===== src/rtl/uart_pkg.sv =====
// Shared UART constants: counter width, oversample ratio, common divisors and
// the baud generator run/off state type.
package uart_pkg;

  localparam int DEF_CNT_W       = 20;
  localparam int DEF_OVS         = 16;
  localparam int DIV_9600_100M   = 650;
  localparam int DIV_115200_100M = 53;
  localparam int FRAC_W          = 4;

  typedef enum logic {
    ST_OFF = 1'b0,
    ST_RUN = 1'b1
  } baud_state_e;

endpackage


===== src/rtl/uart_frac_acc.sv =====
// Fractional divisor accumulator. carry reports whether the oversample period
// currently ending must be stretched by one cycle; the accumulator advances on
// each oversample wrap and clears whenever the generator is off or resynced.
module uart_frac_acc
  import uart_pkg::*;
(
  input  logic              clk,
  input  logic              reset,
  input  logic              clr,
  input  logic              adv,
  input  logic [FRAC_W-1:0] frac,
  output logic              carry
);

  logic [FRAC_W-1:0] acc;
  logic [FRAC_W:0]   sum;

  // Next accumulator value and its carry-out.
  always_comb begin
    sum = {1'b0, acc} + {1'b0, frac};
  end

  assign carry = sum[FRAC_W];

  // Accumulator register: clear has priority over advance.
  always_ff @(posedge clk or negedge reset) begin
    if (!reset) begin
      acc <= '0;
    end else if (clr) begin
      acc <= '0;
    end else if (adv) begin
      acc <= sum[FRAC_W-1:0];
    end
  end

endmodule


===== src/rtl/uart_baud_gen.sv =====
// Baud-rate tick generator: programmable oversample tick plus bit and mid-bit
// ticks derived from a log2(OVS)-bit phase counter. Divisor writes go to a
// shadow register and take effect only at a period boundary, on resync, or
// while off. Optional build macro UART_BAUD_FRAC_EN adds a 4-bit fractional
// divisor (port i_frac) that stretches selected periods by one cycle.
//
// Handshake: i_div_wr and i_resync are single-cycle strobes sampled on the
// rising clock edge; there is no back-pressure. Every output is a register.
module uart_baud_gen
  import uart_pkg::*;
#(
  parameter int               CNT_W   = DEF_CNT_W,
  parameter int               OVS     = DEF_OVS,
  parameter logic [CNT_W-1:0] DIV_RST = CNT_W'(DIV_9600_100M)
) (
  input  logic              clk,
  input  logic              reset,
  input  logic              i_en,
  input  logic [CNT_W-1:0]  i_div,
  input  logic              i_div_wr,
`ifdef UART_BAUD_FRAC_EN
  input  logic [FRAC_W-1:0] i_frac,
`endif
  input  logic              i_resync,
  output logic              o_os_tick,
  output logic              o_bit_tick,
  output logic              o_mid_tick,
  output logic [CNT_W-1:0]  o_div
);

  localparam int              PH_W    = $clog2(OVS);
  localparam logic [PH_W-1:0] PH_LAST = PH_W'(OVS - 1);
  localparam logic [PH_W-1:0] PH_MID  = PH_W'(OVS / 2 - 1);

  baud_state_e      state_q, state_d;
  logic [CNT_W:0]   os_cnt, os_cnt_d;   // one spare bit for a stretched period
  logic [PH_W-1:0]  phase, phase_d;
  logic [CNT_W-1:0] div_q, div_q_d, div_sh, div_sh_d;
  logic             pend, pend_d;
  logic             os_tick_d, bit_tick_d, mid_tick_d;
  logic             active, wrap, apply, carry;

  // Counting only happens once RUN has been entered and enable is still high;
  // the OFF->RUN edge itself is a start cycle that holds the counters at zero.
  assign active = (state_q == ST_RUN) && i_en;

`ifdef UART_BAUD_FRAC_EN
  logic [FRAC_W-1:0] frac_sh, frac_q, frac_sh_d;

  assign frac_sh_d = i_div_wr ? i_frac : frac_sh;

  // Fractional shadow/active registers move together with the divisor.
  always_ff @(posedge clk or negedge reset) begin
    if (!reset) begin
      frac_sh <= '0;
      frac_q  <= '0;
    end else begin
      frac_sh <= frac_sh_d;
      if (apply) frac_q <= frac_sh_d;
    end
  end

  uart_frac_acc u_frac_acc (
    .clk   (clk),
    .reset (reset),
    .clr   (!active || i_resync),
    .adv   (active && !i_resync && wrap),
    .frac  (frac_q),
    .carry (carry)
  );
`else
  assign carry = 1'b0;
`endif

  // A period ends at div_q, or one cycle later when the fraction carries.
  assign wrap = (os_cnt == ({1'b0, div_q} + {{CNT_W{1'b0}}, carry}));

  // Next state follows enable directly.
  always_comb begin
    state_d = ST_OFF;
    if (i_en) state_d = ST_RUN;
  end

  // Counter, phase, tick and divisor-reload decisions for the coming edge.
  always_comb begin
    os_cnt_d   = os_cnt;
    phase_d    = phase;
    os_tick_d  = 1'b0;
    bit_tick_d = 1'b0;
    mid_tick_d = 1'b0;
    div_sh_d   = i_div_wr ? i_div : div_sh;
    pend_d     = pend | i_div_wr;
    apply      = 1'b0;
    if (!active) begin
      os_cnt_d = '0;
      phase_d  = '0;
      apply    = pend_d;
    end else if (i_resync) begin
      os_cnt_d = '0;
      phase_d  = '0;
      apply    = pend_d;
    end else if (wrap) begin
      os_cnt_d   = '0;
      os_tick_d  = 1'b1;
      bit_tick_d = (phase == PH_LAST);
      mid_tick_d = (phase == PH_MID);
      phase_d    = phase + PH_W'(1);
      apply      = pend_d;
    end else begin
      os_cnt_d = os_cnt + (CNT_W + 1)'(1);
    end
    div_q_d = apply ? div_sh_d : div_q;
    if (apply) pend_d = 1'b0;
  end

  // State, counters, divisor and registered tick outputs.
  always_ff @(posedge clk or negedge reset) begin
    if (!reset) begin
      state_q    <= ST_OFF;
      os_cnt     <= '0;
      phase      <= '0;
      div_q      <= DIV_RST;
      div_sh     <= DIV_RST;
      pend       <= 1'b0;
      o_os_tick  <= 1'b0;
      o_bit_tick <= 1'b0;
      o_mid_tick <= 1'b0;
    end else begin
      state_q    <= state_d;
      os_cnt     <= os_cnt_d;
      phase      <= phase_d;
      div_q      <= div_q_d;
      div_sh     <= div_sh_d;
      pend       <= pend_d;
      o_os_tick  <= os_tick_d;
      o_bit_tick <= bit_tick_d;
      o_mid_tick <= mid_tick_d;
    end
  end

  assign o_div = div_q;

endmodule


===== config.mk =====
export PLATFORM = sky130hd
export DESIGN_NAME = uart_baud_gen
export DESIGN_NICKNAME = d
export VERILOG_FILES = /design/src/rtl/uart_pkg.sv /design/src/rtl/uart_frac_acc.sv /design/src/rtl/uart_baud_gen.sv
export SDC_FILE = /design/constraint.sdc
export NUM_CORES = 1
export LEC_CHECK = 0
export CORE_MARGIN = 2
export CORE_UTILIZATION = 56
export CTS_BUF_LIST = sky130_fd_sc_hd__clkbuf_16
export DETAILED_ROUTE_END_ITERATION = 10
export GPL_TIMING_DRIVEN = 0
export PLACE_DENSITY = 0.89
export RECOVER_POWER = 50
export SYNTH_ARGS = -nofsm -noshare
export SYNTH_HDL_FRONTEND = slang
export SYNTH_SLANG_ARGS = --single-unit

===== constraint.sdc =====
create_clock -name clk -period 2.3 [get_ports clk]
set_input_delay 0.69 -clock clk [delete_from_list [all_inputs] [get_ports clk]]
set_output_delay 0.69 -clock clk [all_outputs]
set_load 0.02 [all_outputs]

==> impl_results.md, run 1 <==
* Combinational family with the most area after synthesis: simple AND/OR/NAND/NOR gates
* Crit. path cell count at 1
* Post-synth top area share at 39.3%
* RSZ-0062 raised after global routing: false
* Area of the multi-input gates at 0.00191 mm2
* Mapped Avg Cell Area at 10.7 um2
* Ys Warns at 0
* Vias in the first global route at 3,270
* CTS clock-pin slew for the worst setup and hold paths at 0.06 ns
* Register area share after synthesis at 44.6%
* Critical Path Source Type: flip-flop
* Fraction of the cycle the final worst path needs at 97.3%
* Core Box Area at 0.00679 mm2
* Synth Area in Compound Gates at 12.3%
* Detailed Route Iter0 Violations at 241
* Hold WC Path Type: reg2reg
* Count leader, synth: dfrtp_1
* Setup ws final at 0.0626 ns
* WP data arrival at 1.55 ns
* Inst Count DP at 512
* Dpl ws at -0.350 ns
* Worst R2R Path Depth at 6
* Antenna diodes at 0
* Num CTS Buffers at 9
* Worst-path cell chain: clkdlybuf4s50_1
* Routed wl met2 at 4920 um
* IO Pins at 48
* Top Metal Used: met4
* Register Area at 0.00176 mm2
* DRT met1 WL at 3960 um
* Max Freq at 0.447 GHz
* Critical Path Fanout Max at 4
* First-pass GRT wire length at 15,900 um
* Hold path depth at 1
* Peak per-stage delay on the critical path at 0.62 ns
* Iteration count of the initial detailed-routing pass at 5
* Gr usage total at 27.0%
* Vias/cell at 6.22
* Antenna Nets Post-Route at 0
* Max-Cap Viols at 1
* Max-slew headroom at -14.6%
* Largest net degree at the start of global routing at 71
* Leak at 2.02 nW
* CTS Hold Bufs at 0
* Flops & latches, synth at 70
* Synth async-reset ratio at 100%
* WP data required at 1.61 ns
* Design Power at 0.00353 W
* Post-Synth Adder-Cell Area at 0.633%
* Peak VDD IR at 0.443 mV
* Drt wl/cell at 18.5 um
* Fraction of layout cells with a size suffix above 1 at 20.4%
* Setup bufs post-CTS at 0
* Ys flop type: dfrtp_1
* Final setup fails at 0
* Clock root cell: clkbuf_16
* TritonCTS clock tree: built
* Delay-heaviest family, CP: buffers and inverters
* Final hold violations at 0
* Largest cells by area after synthesis: dfrtp_1 39%, xor2_1 5.5%, dfstp_2 5.3%
* Post-synth cell types at 33
* Starting density of the core at 58.2%
* Worst Tran Pin Value at 1.72 ns
* Hpwl dp at 6570 um
* Clock sink count at 70
* Num rows at 30
* Die X at 88 um
* Mapped Area at 0.00395 mm2
* DRT Wirelength at 9770 um
* Post-synthesis xor/xnor area fraction at 8.64%
* Post-synth EDFFs at 0
* Commonest cells post-synth: 62 x dfrtp_1, 30 x nand3_1, 25 x xor2_1
* Filler Cells Inserted at 472
* Worst hold slack at 0.478 ns
* Die H at 88 um
* # nets final at 453
* Max Root-Sink Buffers at 2
* Power per cell area at 728 mW/mm2
* Skew-Pair Late Insertion Delay at 0.34 ns
* Critical Path Sink Type: primary output
* Critical path class: reg2out
* Slew Viols, Final at 71
* Simple-gate share of the synthesized area at 19.9%
* DRC at 0
* Crit path buf inv count at 1
* Design area at 0.00485 mm2
* Failing checks: capacitance limit, slew limit
* Area leader, netlist: dfrtp_1
* Mux share of post-synthesis cell area at 6.65%
* DR vias at 3,280
* Antenna violations before repair at 0
* Detailed route wirelength on metal3 at 636 um
* PortBufs at 47
* Net Count, Synth at 396
* H-Tree Depth at 3
* Status: finished with violations
* Final Wtd Congestion at 0.839
* Slowest CP cell: clkdlybuf4s50_1
* Die Area at 0.00774 mm2
* Area after DPL at 0.00454 mm2
* Layout area overhead at 22.9%
* Clock skew at 0.00611 ns
* Layout Cells excl Fill at 527
* Mapped Cells at 369
* Remaining Overflow, GRT at 0
* Min Tclk post-route at 2.24 ns
per-stage QoR:
| stage | setup TNS, ns | utilization, % |
|---|---|---|
| finish | 0 | 71.5 |
| global route | 0 | 71.5 |
| CTS | 0 | 71.3 |
| detailed placement | -12.13 | 66.8 |
| global placement | -123.72 | 66.9 |
| floorplan | 0 | - |
logic make-up after synthesis:
| kind of cell | after synthesis |
|---|---|
| flops | 70 |
| mux | 24 |
| xor+xnor | 39 |
| fa+ha+maj | 2 |
| simple gates | 119 |
| buf+inv | 55 |
| compound gates | 60 |
path summary, 6_finish.rpt:
| path | startpoint | to | slack [ns] |
|---|---|---|---|
| max reg2reg | os_cnt[6] | o_div[2] | 0.23 |
| min in group asynchronous | reset | div_sh[2] | 0.80 |
| min reg2reg | phase[3] | o_mid_tick | 0.48 |
| min | phase[3] | o_mid_tick | 0.48 |
| max | o_div[1] | o_div[1] | 0.06 |
| max in group asynchronous | reset | os_cnt[7] | 0.47 |
report_power, final:
group	leakage, nW	switching [W]	internal, W
sequential	0.873	0.000108	0.00135
combinational	0.991	0.000330	0.000305
clock	0.153	0.000514	0.000931
registers in the layout, indices dropped and copies added, names as in the netlist:
register and count:
os_cnt 21, div_sh 20, o_div 20, phase 4
o_bit_tick 1, o_mid_tick 1, o_os_tick 1, pend 1
state_q 1
timing repair:
| action | in CTS | in global routing |
|---|---|---|
| pin swaps | 0 | 1 |
| hold endpoints to repair | 0 | 0 |
| gates resized for setup | 2 | 10 |
| endpoints found under the setup margin | 19 | 29 |
placed cells by master, fill, tap and decap left out, types with 11 or more instances in the layout:
master / netlist / layout
dfrtp_1: 62 / 62
clkdlybuf4s50_1: 0 / 46
nand3_1: 30 / 30
xor2_1: 25 / 25
inv_1: 22 / 23
or3_1: 22 / 22
nor3_2: 20 / 20
a21oi_1: 20 / 20
o221ai_1: 20 / 20
xnor2_1: 14 / 14
a311oi_1: 14 / 13
mux2_2: 18 / 12
clkbuf_1: 16 / 11
nand2_1: 12 / 11
area by class of cell:
type / count / area share [%]
Buffer: 32 / 4.30
Multi-Input combinational cell: 244 / 39.4
Sequential cell: 70 / 36.3
Inverter: 22 / 1.70
Tap cell: 96 / 2.47
Clock buffer: 9 / 4.64
Clock inverter: 7 / 1.65
Timing Repair Buffer: 47 / 9.59
routing by layer:
layer | track usage (%) | up-vias
li1 | - | 1473
met1 | 34.5 | 1622
met2 | 44.7 | 159
met3 | 5.00 | 26
met4 | 12.2 | 0
met5 | 0 | -
(Power assumes the default switching activity.)
==> run 2: changes to the inputs <==
--- a/config.mk
+++ b/config.mk
@@ -6,11 +6,11 @@
 export NUM_CORES = 1
 export LEC_CHECK = 0
 export CORE_MARGIN = 2
-export CORE_UTILIZATION = 56
+export CORE_UTILIZATION = 25
 export CTS_BUF_LIST = sky130_fd_sc_hd__clkbuf_16
 export DETAILED_ROUTE_END_ITERATION = 10
 export GPL_TIMING_DRIVEN = 0
-export PLACE_DENSITY = 0.89
+export PLACE_DENSITY = 0.51
 export RECOVER_POWER = 50
 export SYNTH_ARGS = -nofsm -noshare
 export SYNTH_HDL_FRONTEND = slang
==> impl_results.md, run 2 (same netlist as run 1, synthesis figures left out) <==
* Skew-Pair Late Insertion Delay at 0.34 ns (about the same)
* Vias/cell at 4.84 (-22%)
* Remaining Overflow, GRT at 0 (unchanged)
* Routed wl met2 at 5040 um (+2.4%)
* Starting density of the core at 25.8% (-32 points)
* Crit path buf inv count at 1 (unchanged)
* Fraction of layout cells with a size suffix above 1 at 21.8% (+1.3 points)
* Final setup fails at 0 (unchanged)
* Final hold violations at 0 (unchanged)
* Power per cell area at 737 mW/mm2 (+1.2%)
* Num rows at 45 (+50%)
* Max reg flops at 21 (unchanged)
* Worst R2R Setup Slack at 0.26 ns (+0.03 ns)
* RSZ-0062 raised after global routing: true
* Worst R2R Path Depth at 6 (unchanged)
* PortBufs at 47 (unchanged)
* Clock skew at 0.00451 ns (-0.00159 ns)
* First-pass GRT wire length at 17,400 um (+9.3%)
* Max-Cap Viols at 0 (-1)
* Hold WC Path Type: in2async
* Slew Viols, Final at 0 (-100%)
* Setup ws final at 0.0636 ns (+0.00102 ns)
* Min Tclk post-route at 2.24 ns (-0.00102 ns)
* Critical Path Source Type: flip-flop
* Max-slew headroom at 37.4% (+52 points)
* Largest net degree at the start of global routing at 38 (-46%)
* Final Wtd Congestion at 0.822 (-2.0%)
* Filler Cells Inserted at 1,582 (+240%)
* Register bank with the most flops: os_cnt
* Max Root-Sink Buffers at 2 (unchanged)
* Detailed Route Iter0 Violations at 116 (-52%)
* CTS clock-pin slew for the worst setup and hold paths at 0.06 ns (about the same)
* TritonCTS clock tree: built
* # nets final at 454 (+0.22%)
* Area after DPL at 0.00470 mm2 (+3.6%)
* Peak per-stage delay on the critical path at 0.62 ns (about the same)
* Setup bufs post-CTS at 0 (unchanged)
* Reg-to-Reg End: o_div[4]
* Peak VDD IR at 0.379 mV (-15%)
* DRT Wirelength at 10,600 um (+8.2%)
* Critical Path Fanout Max at 4 (unchanged)
* Critical Path Sink Type: primary output
* DRT met1 WL at 5010 um (+27%)
* Worst-path cell chain: clkdlybuf4s50_1
* Design area at 0.00503 mm2 (+3.6%)
* Fraction of the cycle the final worst path needs at 97.2% (about the same)
* Antenna diodes at 0 (unchanged)
* Leak at 2.03 nW (+0.75%)
* Antenna violations before repair at 0 (unchanged)
* Antenna Nets Post-Route at 0 (unchanged)
* Die H at 130 um (+47%)
* Worst reg2reg path startpoint: os_cnt[6]
* DRC at 0 (unchanged)
* WP data arrival at 1.55 ns (about the same)
* Layout area overhead at 27.3%
* H-Tree Depth at 3 (unchanged)
* Most common cell after layout, fill and taps aside: dfrtp_1
* Dpl ws at -0.447 ns (-0.0968 ns)
* Die Area at 0.0168 mm2 (+120%)
* Hpwl dp at 7440 um (+13%)
* Iteration count of the initial detailed-routing pass at 4 (-1)
* Detailed route wirelength on metal3 at 348 um (-45%)
* Worst Tran Pin Value at 0.940 ns (-0.779 ns)
* Vias in the first global route at 3,249 (-0.64%)
* WP data required at 1.61 ns (about the same)
* Die X at 130 um (+47%)
* Delay-heaviest family, CP: buffers and inverters
* Gr usage total at 13.4% (-14 points)
* Most frequent cells in the layout: 62 x dfrtp_1, 46 x clkdlybuf4s50_1, 30 x nand3_1, 25 x xor2_1
* Slowest CP cell: clkdlybuf4s50_1
* Core Box Area at 0.0153 mm2 (+130%)
* Max Freq at 0.447 GHz (about the same)
* Top Metal Used: met4
* IO Pins at 48 (unchanged)
* Status: completed
* DR vias at 3,110 (-5.2%)
* Clock root cell: clkbuf_16
* Drt wl/cell at 16.4 um (-11%)
* Clock sink count at 70 (unchanged)
* Num CTS Buffers at 9 (unchanged)
* Critical path class: reg2out
[run 2: changes by cell type in the layout (fill, tap and decap cells not counted), sizes merged]
cell | previous run | this run
clkinv | 4 | 3
clkbuf | 23 | 24
clkinvlp | 0 | 1
inv | 23 | 22
bufinv | 2 | 3
[run 2: layer usage]
layer | GRT usage (%) | up-vias
met5 | 0 | -
met4 | 4.74 | 0
met3 | 3.08 | 19
met2 | 21.4 | 65
met1 | 17.8 | 1555
li1 | - | 1471
[run 2: area by class of cell]
type                    count  area (um2)  share of cell area (%)
plain buffers              32         209                    4.15
clock buffers               9         225                    4.48
clock inverters             7         113                    2.24
flip-flops and latches     70        1760                    35.0
repair buffers             48         470                    9.35
well taps                 211         264                    5.25
inverters                  22        82.6                    1.64
multi-input cells         244        1900                    37.9
[run 2: power breakdown]
group | switching (W) | internal (W)
logic | 0.000332 | 0.000304
registers | 0.000117 | 0.00135
clock network | 0.000553 | 0.00105
[run 2: timing repair]
action,in CTS,in global routing
endpoints found under the setup margin,26,37
gates cloned,0,0
hold buffers,0,0
pin swaps,0,1
resized for setup,2,9
[run 2: worst max path at each step]
stage          startpoint         to  depth (start not counted)
6_report         o_div[1]   o_div[1]                          1
4_1_cts              i_en  o_div[16]                          8
5_1_grt          i_div_wr  o_div[15]                          6
2_1_floorplan        i_en  os_cnt[1]                          6
3_5_place_dp     i_resync  os_cnt[3]                          6
3_3_place_gp        reset  o_os_tick                          1
[run 2: through the flow]
step | power [W] | hold slack, ns | util, % | setup TNS [ns] | std cells
CTS | 0.00376 | 0.321 | 32.9 | 0 | 644
global route | 0.00386 | 0.505 | 32.8 | -0.0224 | 643
finish | 0.00371 | 0.464 | 32.8 | 0 | 643
floorplan | 0.00181 | 0.394 | - | 0 | 369
detailed placement | 0.00213 | 0.468 | 30.7 | -15.42 | 628
global placement | 0.00212 | 0.459 | 30.6 | -149.91 | 627
==> run 3: changes to the inputs <==
--- a/config.mk
+++ b/config.mk
@@ -12,6 +12,7 @@
 export GPL_TIMING_DRIVEN = 0
 export PLACE_DENSITY = 0.51
 export RECOVER_POWER = 50
+export SKIP_LAST_GASP = 1
 export SYNTH_ARGS = -nofsm -noshare
 export SYNTH_HDL_FRONTEND = slang
 export SYNTH_SLANG_ARGS = --single-unit
==> results of run 3 <==
No change in the layout: final DEF, timing and power equal those of run 2.
